### src/rtl/id_ex_stage.sv
// ID/EX pipeline register: latches decoded operands/control, builds ALUCtrl,
// forwards from EX/MEM and MEM/WB, and flags load-use hazards to decode.
module id_ex_stage #(
  parameter int WIDTH   = 32,
  parameter int REGBITS = 5
) (
  input  logic               clk,
  input  logic               rst,
  input  logic               IdValid,
  input  logic [WIDTH-1:0]   IdRsData,
  input  logic [WIDTH-1:0]   IdRtData,
  input  logic [WIDTH-1:0]   IdImm,
  input  logic [REGBITS-1:0] IdRs,
  input  logic [REGBITS-1:0] IdRt,
  input  logic [REGBITS-1:0] IdRd,
  input  logic [1:0]         IdALUOp,
  input  logic [5:0]         IdFunct,
  input  logic               IdALUSrc,
  input  logic               IdRegDst,
  input  logic               IdRegWrite,
  input  logic               IdMemRead,
  input  logic               IdMemWrite,
  input  logic               IdMemToReg,
  input  logic               IdUsesRt,
  input  logic               Stall,
  input  logic               Flush,
  input  logic               ExMemRegWrite,
  input  logic [REGBITS-1:0] ExMemRd,
  input  logic [WIDTH-1:0]   ExMemResult,
  input  logic               MemWbRegWrite,
  input  logic [REGBITS-1:0] MemWbRd,
  input  logic [WIDTH-1:0]   MemWbResult,
  output logic [WIDTH-1:0]   A,
  output logic [WIDTH-1:0]   B,
  output logic [2:0]         ALUCtrl,
  output logic [WIDTH-1:0]   StoreData,
  output logic               ExValid,
  output logic [REGBITS-1:0] ExDest,
  output logic               ExRegWrite,
  output logic               ExMemRead,
  output logic               ExMemWrite,
  output logic               ExMemToReg,
  output logic               IllegalOp,
  output logic               LoadUse
);

  typedef struct packed {
    logic               valid;
    logic [WIDTH-1:0]   rs_data;
    logic [WIDTH-1:0]   rt_data;
    logic [WIDTH-1:0]   imm;
    logic [REGBITS-1:0] rs;
    logic [REGBITS-1:0] rt;
    logic [REGBITS-1:0] dest;
    logic               alu_src;
    logic               reg_write;
    logic               mem_read;
    logic               mem_write;
    logic               mem_to_reg;
    logic               illegal;
    logic [2:0]         alu_ctrl;
  } id_ex_t;

  id_ex_t q;
  id_ex_t d;

  logic [2:0] dec_ctrl;
  logic       dec_ill;

  always_comb begin
    dec_ctrl = 3'b100;
    dec_ill  = 1'b0;
    unique case (IdALUOp)
      2'b00: dec_ctrl = 3'b100;
      2'b01: dec_ctrl = 3'b110;
      2'b11: dec_ctrl = 3'b001;
      2'b10: begin
        unique case (IdFunct)
          6'b100000: dec_ctrl = 3'b100;
          6'b100001: dec_ctrl = 3'b101;
          6'b100010: dec_ctrl = 3'b110;
          6'b100100: dec_ctrl = 3'b000;
          6'b100101: dec_ctrl = 3'b001;
          6'b101010: dec_ctrl = 3'b011;
          default:   dec_ill  = 1'b1;
        endcase
      end
    endcase
  end

  always_comb begin
    d            = '0;
    d.valid      = IdValid;
    d.rs_data    = IdRsData;
    d.rt_data    = IdRtData;
    d.imm        = IdImm;
    d.rs         = IdRs;
    d.rt         = IdRt;
    d.dest       = IdRegDst ? IdRd : IdRt;
    d.alu_src    = IdALUSrc;
    d.reg_write  = IdRegWrite;
    d.mem_read   = IdMemRead;
    d.mem_write  = IdMemWrite;
    d.mem_to_reg = IdMemToReg;
    d.illegal    = dec_ill;
    d.alu_ctrl   = dec_ctrl;
  end

  // Reset and flush both leave an ADD-coded bubble.
  always_ff @(posedge clk or posedge rst) begin
    if (rst) begin
      q          <= '0;
      q.alu_ctrl <= 3'b100;
    end else if (Flush) begin
      q          <= '0;
      q.alu_ctrl <= 3'b100;
    end else if (!Stall) begin
      q <= d;
    end
  end

  function automatic logic [WIDTH-1:0] fwd(
    input logic [REGBITS-1:0] r,
    input logic [WIDTH-1:0]   val,
    input logic               ex_we,
    input logic [REGBITS-1:0] ex_rd,
    input logic [WIDTH-1:0]   ex_res,
    input logic               wb_we,
    input logic [REGBITS-1:0] wb_rd,
    input logic [WIDTH-1:0]   wb_res
  );
    if (ex_we && ex_rd != '0 && ex_rd == r)
      return ex_res;
    else if (wb_we && wb_rd != '0 && wb_rd == r)
      return wb_res;
    else
      return val;
  endfunction

  logic [WIDTH-1:0] fwd_rs;
  logic [WIDTH-1:0] fwd_rt;

  assign fwd_rs = fwd(q.rs, q.rs_data,
                      ExMemRegWrite, ExMemRd, ExMemResult,
                      MemWbRegWrite, MemWbRd, MemWbResult);
  assign fwd_rt = fwd(q.rt, q.rt_data,
                      ExMemRegWrite, ExMemRd, ExMemResult,
                      MemWbRegWrite, MemWbRd, MemWbResult);

  assign A         = fwd_rs;
  assign StoreData = fwd_rt;
  assign B         = q.alu_src ? q.imm : fwd_rt;

  assign ALUCtrl    = q.alu_ctrl;
  assign ExValid    = q.valid;
  assign ExDest     = q.dest;
  assign IllegalOp  = q.valid & q.illegal;
  assign ExRegWrite = q.valid & q.reg_write & ~q.illegal;
  assign ExMemRead  = q.valid & q.mem_read;
  assign ExMemWrite = q.valid & q.mem_write;
  assign ExMemToReg = q.valid & q.mem_to_reg;

  assign LoadUse = ExMemRead & (q.dest != '0) &
                   ((q.dest == IdRs) | (IdUsesRt & (q.dest == IdRt)));

endmodule

### config.mk
export PLATFORM = sky130hd
export DESIGN_NAME = id_ex_stage
export DESIGN_NICKNAME = d
export VERILOG_FILES = /design/src/rtl/id_ex_stage.sv
export SDC_FILE = /design/constraint.sdc
export NUM_CORES = 1
export LEC_CHECK = 0
export ABC_AREA = 1
export CAP_MARGIN = 40
export CORE_MARGIN = 2
export CORE_UTILIZATION = 40
export CTS_CLUSTER_DIAMETER = 80
export CTS_CLUSTER_SIZE = 24
export DETAILED_ROUTE_END_ITERATION = 10
export GPL_ROUTABILITY_DRIVEN = 1
export GPL_TIMING_DRIVEN = 1
export PLACE_DENSITY = 0.79
export SETUP_SLACK_MARGIN = 0.5
export SLEW_MARGIN = 10
export SYNTH_ARGS = -nofsm -noshare
export SYNTH_HDL_FRONTEND = slang
export SYNTH_SLANG_ARGS = --single-unit
### constraint.sdc
create_clock -name clk -period 5.2 [get_ports clk]
set_input_delay 1.04 -clock clk [delete_from_list [all_inputs] [get_ports clk]]
set_output_delay 1.04 -clock clk [all_outputs]
set_load 0.01 [all_outputs]
==> results of run 1 <==
synth_stat cells (6+ instances only):
library cell    n
buf_6           6
o21ai_0        48
dfrtp_1       120
nand2_1       260
xor2_1         13
o22ai_1        10
nand3b_1       65
inv_1          69
nor2_1         22
buf_2          28
xnor2_1         8
and2_1         32
buf_4           8
a22o_1         72
buf_1           7
clkbuf_1       23
nand3_1       136
placed cells by master, fill, tap and decap left out, types with 13 or more instances in the layout:
cell	count
buf_4	20
dfrtp_1	120
xor2_1	13
a22o_1	72
o21ai_0	48
and2_1	32
clkdlybuf4s50_1	317
inv_1	67
nor2_1	18
nand3_1	136
nand3b_1	65
nand2_1	259
clkbuf_16	17
how the worst max path moves through the flow:
stage          depth (start not counted)                      to  slack [ns]
4_1_cts                               11                    B[0]        0.54
2_1_floorplan                          1  ALUCtrl[0]$_DFFE_PP0P_        0.95
3_3_place_gp                           8                   A[26]        0.20
3_5_place_dp                           8                   A[18]        0.06
6_report                               9                    B[1]        0.63
5_1_grt                                9                    B[1]        0.57
kinds of logic (layout without fill, tap and decap cells):
kind of cell	Yosys count	after routing	share of synthesized area, %
and+or+nand+nor	529	530	34.4
xor gates and xnor gates	21	21	2.50
buffers and inverters	141	439	8.68
DFF	121	121	41.1
AOI/OAI and AO/OA	138	138	13.3
state kept, by name, indices dropped and copies added (netlist names):
signal / flops
ExValid: 1
q: 112
ExDest: 5
ALUCtrl: 3
timing repair:
action                     4_1_cts  5_1_grt
buffers inserted                 1        1
setup endpoints to repair       32       11
hold endpoints to repair         0        0
resized for setup                1        0
gates cloned                     1        0
pin swaps                        1        1
worst max-delay path, stage by stage:
cell             delay, ns
clkdlybuf4s50_1       0.47
xor2_1                0.20
nor2_4                0.41
nand3b_1              0.19
buf_4                 0.25
nand3_1               0.17
nand3_1               0.15
nand2_1               0.11
clkdlybuf4s50_1       0.53
area by class of cell:
| type | instances | area, um^2 |
|---|---|---|
| flip-flops and latches | 121 | 3030 |
| clock inverters | 12 | 171 |
| fillers | 1571 | 6720 |
| repair buffers | 338 | 3340 |
| multi-input cells | 689 | 3750 |
| well taps | 229 | 287 |
| inverters | 69 | 264 |
| clock buffers | 20 | 457 |
where the power goes:
part	switching [mW]	total [mW]	internal, mW
clock	0.449	1.27	0.825
sequential	0.0330	1.03	0.995
combinational	0.332	0.693	0.360
per-layer routing:
metal  track usage [%]  share of wire (%)  up-vias
li1                  -                  -     3752
met1              38.3                 41     3804
met2              49.1                 48      439
met3              5.33                8.1       66
met4              13.8                3.7        0
met5                 0                  0        -
==> summary.md, run 1 <==
| Metric | Value |
|---|---|
| Outcome | `finished clean` |
| Critical Path Sink Type | `output port` |
| CTS tree | `yes` |
| CP max FO | `21` |
| Sink Count | `121` |
| Skew final | `0 ns` |
| Diodes inserted | `0` |
| Syn_area_per_cell | `7.75 um^2` |
| # IOs | `318` |
| Cell Rows | `49` |
| Vias in the first global route | `8061` |
| Pwr Density | `265 nW/um^2` |
| RD Place Congestion | `0.992` |
| # hold bufs at CTS | `0` |
| Cell count after placement | `between 1000 and 1500` |
| Number of max-cap violations | `0` |
| Min Clock Period, post-route | `4.57 ns` |
| Slew Viols, Final | `0` |
| Hold Crit Depth | `2` |
| Core area | `18000 um^2` |
| Minimum hold slack | `0.485 ns` |
| Total gr overflow | `0` |
| Die Width | `140 um` |
| Port buffer count | `317` |
| Die height | `140 um` |
| Clock Pin Slew Worst Setup and Hold Paths | `0.06 ns` |
| Share of post-route cells with drive strength above 1 | `around 5.3%` |
| Fin util | `62.7%` |
| Initial DRC Count | `595` |
| Routed length per instance | `19.9 um` |
| Number of synthesized flops with an enable pin | `0` |
| # H-tree levels | `4` |
| Clk buf depth | `2` |
| Hold endpoint | `ALUCtrl[0]$_DFFE_PP0P_` |
| Final wirelength | `29400 um` |
| Worst Reg-to-Reg Cells | `2` |
| Worst EP required | `about 4.2 ns` |
| R2r setup slk | `just over 4 ns` |
| HP Class | `reg2reg` |
| Worst Path Arrival | `between 3 and 4 ns` |
| Finished Cell Area | `11300 um^2` |
| Final Cycle Share | `87.9%` |
| Placed Instance Area | `around 11000 um^2` |
| Least-Margin Pin Slew | `around 0.97 ns` |
| Final worst setup slack | `0.629 ns` |
| DRC errors left | `0` |
| Reg-to-reg startpoint | `q[8]$_DFFE_PP0P_` |
| Peak VDD IR | `0.220 mV` |
| Slew Limit Headroom | `35.5%` |
| Number of synthesized register bits | `between 100 and 150` |
| CP startpoint | `ExMemRd[2]` |
| DRT Pass-1 Iters | `5` |
| Asr flop ratio synth | `100%` |
| Final instance count without filler cells | `1478` |
| Pre-CTS WS | `0.0620 ns` |
| Setup Viol. Count Final | `0` |
| Detailed Place HPWL | `slightly above 20000 um` |
| Syn Nets | `1157` |
| Initial antenna violation count | `0` |
| Critical Path Source Type | `input port` |
| Via count | `8061` |
| Initial Utilization | `40.9%` |
| RSZ-0062 raised after global routing | `false` |
| Worst hold start | `ALUCtrl[0]$_DFFE_PP0P_` |
| Sequential share of the synthesized area | `41.1%` |
| Setup TNS | `0 ns` |
| WS Path Type | `in2out` |
| Power Total | `2.99 mW` |
| Pleak | `slightly above 5 nW` |
| GRT Util Overall | `between 20% and 30%` |
| Ys flop type | `dfrtp_1` |
| Largest area contributor in the netlist | `dfrtp_1` |
| Dominant cells by area after synthesis | `dfrtp_1 41%, nand2_1 13%, nand3_1 9.2%, a22o_1 8.6%, nand3b_1 6.6%` |
| Post-synthesis instance area | `7360 um^2` |
| Final hold viol count | `0` |
| Top cell type's share of synthesized area | `40.8%` |
| Die ar. | `between 15000 and 20000 um^2` |
| Routed vias/inst | `5.45` |
| First-pass GRT wire length | `45100 um` |
| Reg2reg end | `q[8]$_DFFE_PP0P_` |
| Inserted Clock Buffers | `17` |
| Final nets | `about 1400` |
| Synth warn | `0` |
| Mapped Cells | `950` |
| Distinct cells, synth | `30` |
| FMAX | `about 220 MHz` |
| Clock Latency Late Sink | `around 0.43 ns` |
| Detail Route Antenna Nets | `0` |
| Synth-to-Final Area Change | `53.5%` |
| CTS root buf | `clkbuf_16` |
| Largest net degree at the start of global routing | `90` |
Note: power is estimated with default switching activity, not from simulation.
==> run 2: changes to the inputs <==
- CORE_UTILIZATION: 40 -> 43
- CTS_CLUSTER_SIZE: 24 -> 30
- PLACE_DENSITY: 0.79 -> 0.84
==> run 2 against run 1 <==
Register-to-register slack barely moved. Hold slack got worse by 0.0088 ns. Non-clock buffer count did not move. Clock-buffer cell count rose by 2. Design area rose by 0.19%. Sequential power barely moved. Critical endpoint is now B[0]. Highest routed layer unchanged.
==> summary.md, run 2 (synthesized netlist as in run 1, its figures left out) <==
| Metric | Value |
|---|---|
| Initial Utilization | `44.2% (was 40.9%)` |
| DRC errors left | `0 (unchanged)` |
| RSZ-0062 raised after global routing | `false (unchanged)` |
| Vias in the first global route | `8324 (was 8061)` |
| CTS root buf | `clkbuf_16 (unchanged)` |
| Final hold viol count | `0 (unchanged)` |
| WS Path Type | `in2out (unchanged)` |
| Core area | `16600 um^2 (was 18000 um^2)` |
| Clock Latency Late Sink | `0.41 ns (was 0.43 ns)` |
| HP Class | `reg2reg (unchanged)` |
| Inserted Clock Buffers | `17 (unchanged)` |
| Power Total | `3.02 mW (was 2.99 mW)` |
| Sink Count | `121 (unchanged)` |
| Setup Viol. Count Final | `0 (unchanged)` |
| Port buffer count | `317 (unchanged)` |
| Total gr overflow | `0 (unchanged)` |
| Worst Path Arrival | `3.48 ns (was 3.53 ns)` |
| Hold endpoint | `ALUCtrl[0]$_DFFE_PP0P_ (unchanged)` |
| Reg-to-reg startpoint | `q[8]$_DFFE_PP0P_ (unchanged)` |
| Die height | `135 um (was 140 um)` |
| Number of max-cap violations | `0 (unchanged)` |
| Slew Limit Headroom | `38.6% (was 35.5%)` |
| FMAX | `221 MHz (was 219 MHz)` |
| Final nets | `1443 (unchanged)` |
| First-pass GRT wire length | `45400 um (was 45100 um)` |
| Hold Crit Depth | `2 (unchanged)` |
| Outcome | `finished clean (unchanged)` |
| Commonest non-fill, non-tap cell in the layout | `clkdlybuf4s50_1 (unchanged)` |
| Worst EP required | `4.16 ns (about the same)` |
| Synth-to-Final Area Change | `53.8% (was 53.5%)` |
| Setup TNS | `0 ns (unchanged)` |
| Area of the multi-input gates | `3750 um^2 (unchanged)` |
| Die ar. | `18200 um^2 (was 19500 um^2)` |
| Max stage delay on crit path | `0.50 ns (was 0.53 ns)` |
| Largest net degree at the start of global routing | `79 (was 90)` |
| Critical Path Sink Type | `output port (unchanged)` |
| RD Place Congestion | `0.921 (was 0.992)` |
| Placed Instance Area | `10600 um^2 (about the same)` |
| DRT Pass-1 Iters | `5 (unchanged)` |
| Reg2reg end | `q[8]$_DFFE_PP0P_ (unchanged)` |
| Crit path cell chain | `clkdlybuf4s50_1 -> nor2_1 -> nand2_1 -> o21ai_1 -> nand3b_1 -> buf_4 -> nand3_1 -> nand3_1 -> nand2_1 -> clkdlybuf4s50_1 (was clkdlybuf4s50_1 -> xor2_1 -> nor2_4 -> nand3b_1 -> buf_4 -> nand3_1 -> nand3_1 -> nand2_1 -> clkdlybuf4s50_1)` |
| Pwr Density | `267 nW/um^2 (was 265 nW/um^2)` |
| Clock Pin Slew Worst Setup and Hold Paths | `0.05 ns (was 0.06 ns)` |
| CP max stage cell | `clkdlybuf4s50_1 (unchanged)` |
| Skew final | `0 ns (unchanged)` |
| # hold bufs at CTS | `0 (unchanged)` |
| GRT Util Overall | `32.5% (was 29.8%)` |
| Initial DRC Count | `783 (was 595)` |
| Pleak | `5.22 nW (was 5.19 nW)` |
| Routed vias/inst | `5.63 (was 5.45)` |
| Cell Rows | `47 (was 49)` |
| Critical Path Source Type | `input port (unchanged)` |
| Finished Cell Area | `11300 um^2 (about the same)` |
| Final Cycle Share | `87.0% (was 87.9%)` |
| Filler cells | `1374 (was 1571)` |
| Detailed Place HPWL | `20400 um (about the same)` |
| Die Width | `135 um (was 140 um)` |
| Register Area | `3030 um^2 (unchanged)` |
| Most frequent cells in the layout | `317 x clkdlybuf4s50_1, 259 x nand2_1, 136 x nand3_1 (unchanged)` |
| # H-tree levels | `4 (unchanged)` |
| Slew Viols, Final | `0 (unchanged)` |
| Largest register FFs | `112 (unchanged)` |
| Via count | `8264 (was 8061)` |
| Clk buf depth | `2 (unchanged)` |
| CTS tree | `yes (unchanged)` |
| Peak VDD IR | `0.281 mV (was 0.220 mV)` |
| Final wirelength | `29800 um (was 29400 um)` |
| Min Clock Period, post-route | `4.52 ns (was 4.57 ns)` |
| Worst hold start | `ALUCtrl[0]$_DFFE_PP0P_ (unchanged)` |
| Initial antenna violation count | `1 (was 0)` |
| Share of post-route cells with drive strength above 1 | `5.05% (was 5.28%)` |
| # IOs | `318 (unchanged)` |
| Reg with most FFs | `q (unchanged)` |
| CP max FO | `32 (was 21)` |
| R2r setup slk | `4.06 ns (about the same)` |
| Routed length per instance | `20.3 um (was 19.9 um)` |
| Least-Margin Pin Slew | `0.922 ns (was 0.966 ns)` |
| Worst Reg-to-Reg Cells | `2 (unchanged)` |
| Detail Route Antenna Nets | `0 (unchanged)` |
run 2: changes by cell type in the layout (fill, tap and decap cells not counted), sizes merged:
cell / previous run / this run
clkbuf: 20 / 22
bufinv: 4 / 5
clkinvlp: 3 / 0
inv: 69 / 68
diode: 0 / 1
run 2: through the flow:
| step | utilization [%] | hold WS, ns | worst slack (ns) | cells |
|---|---|---|---|---|
| after floorplan | - | 0.450 | 0.947 | 950 |
| after global placement | 63.8 | 0.468 | 0.190 | 1432 |
| after detailed placement | 64.0 | 0.470 | 0.0674 | 1433 |
| after CTS | 67.9 | 0.484 | 0.503 | 1466 |
| after global routing | 68.0 | 0.500 | 0.550 | 1469 |
| final | 68.0 | 0.476 | 0.677 | 1469 |
run 2: power breakdown:
part | internal [mW] | total [mW] | leakage, nW | switching (mW)
combinational | 0.363 | 0.700 | 3.29 | 0.337
sequential | 0.995 | 1.03 | 1.61 | 0.0340
clock | 0.870 | 1.29 | 0.314 | 0.422
run 2: critical path: cells and delay by family:
family                 cells  cell delay [ns]
AOI/OAI and AO/OA          1             0.28
buffers and inverters      3             1.35
and+or+nand+nor            6             0.78
run 2: how the worst max path moves through the flow:
stage               start                     end  slack, ns  cells past startpoint
6_report       ExMemRd[0]                    B[0]       0.68                     10
5_1_grt        MemWbRd[2]                   A[14]       0.55                      8
4_1_cts        MemWbRd[0]                    B[0]       0.50                     10
3_5_place_dp   MemWbRd[4]                    A[0]       0.07                      8
3_3_place_gp   MemWbRd[4]                   A[20]       0.19                      8
2_1_floorplan         rst  ALUCtrl[0]$_DFFE_PP0P_       0.95                      1
run 2: final cells by class:
type                       instances  area share [%]
antenna                            1          0.0221
clock inverter                     9            1.50
clock buffer                      22            4.10
timing repair buffer             338            29.7
sequential                       121            26.8
multi-input combinational        689            33.1
tap                              220            2.43
inverter                          69            2.33
run 2: layer usage:
metal	part of all wire (%)	vias up	track usage, %
met5	0	-	0
met4	4.4	0	16.5
met3	10	84	7.73
met2	48	563	53.2
met1	38	3855	40.2
li1	-	3762	-
run 2: what timing repair did:
action,in CTS,in global routing
cloned,1,0
setup endpoints to repair,32,22
buffers inserted,1,1
pin swaps,1,1
resized for setup,1,0
endpoints found under the hold margin,0,0
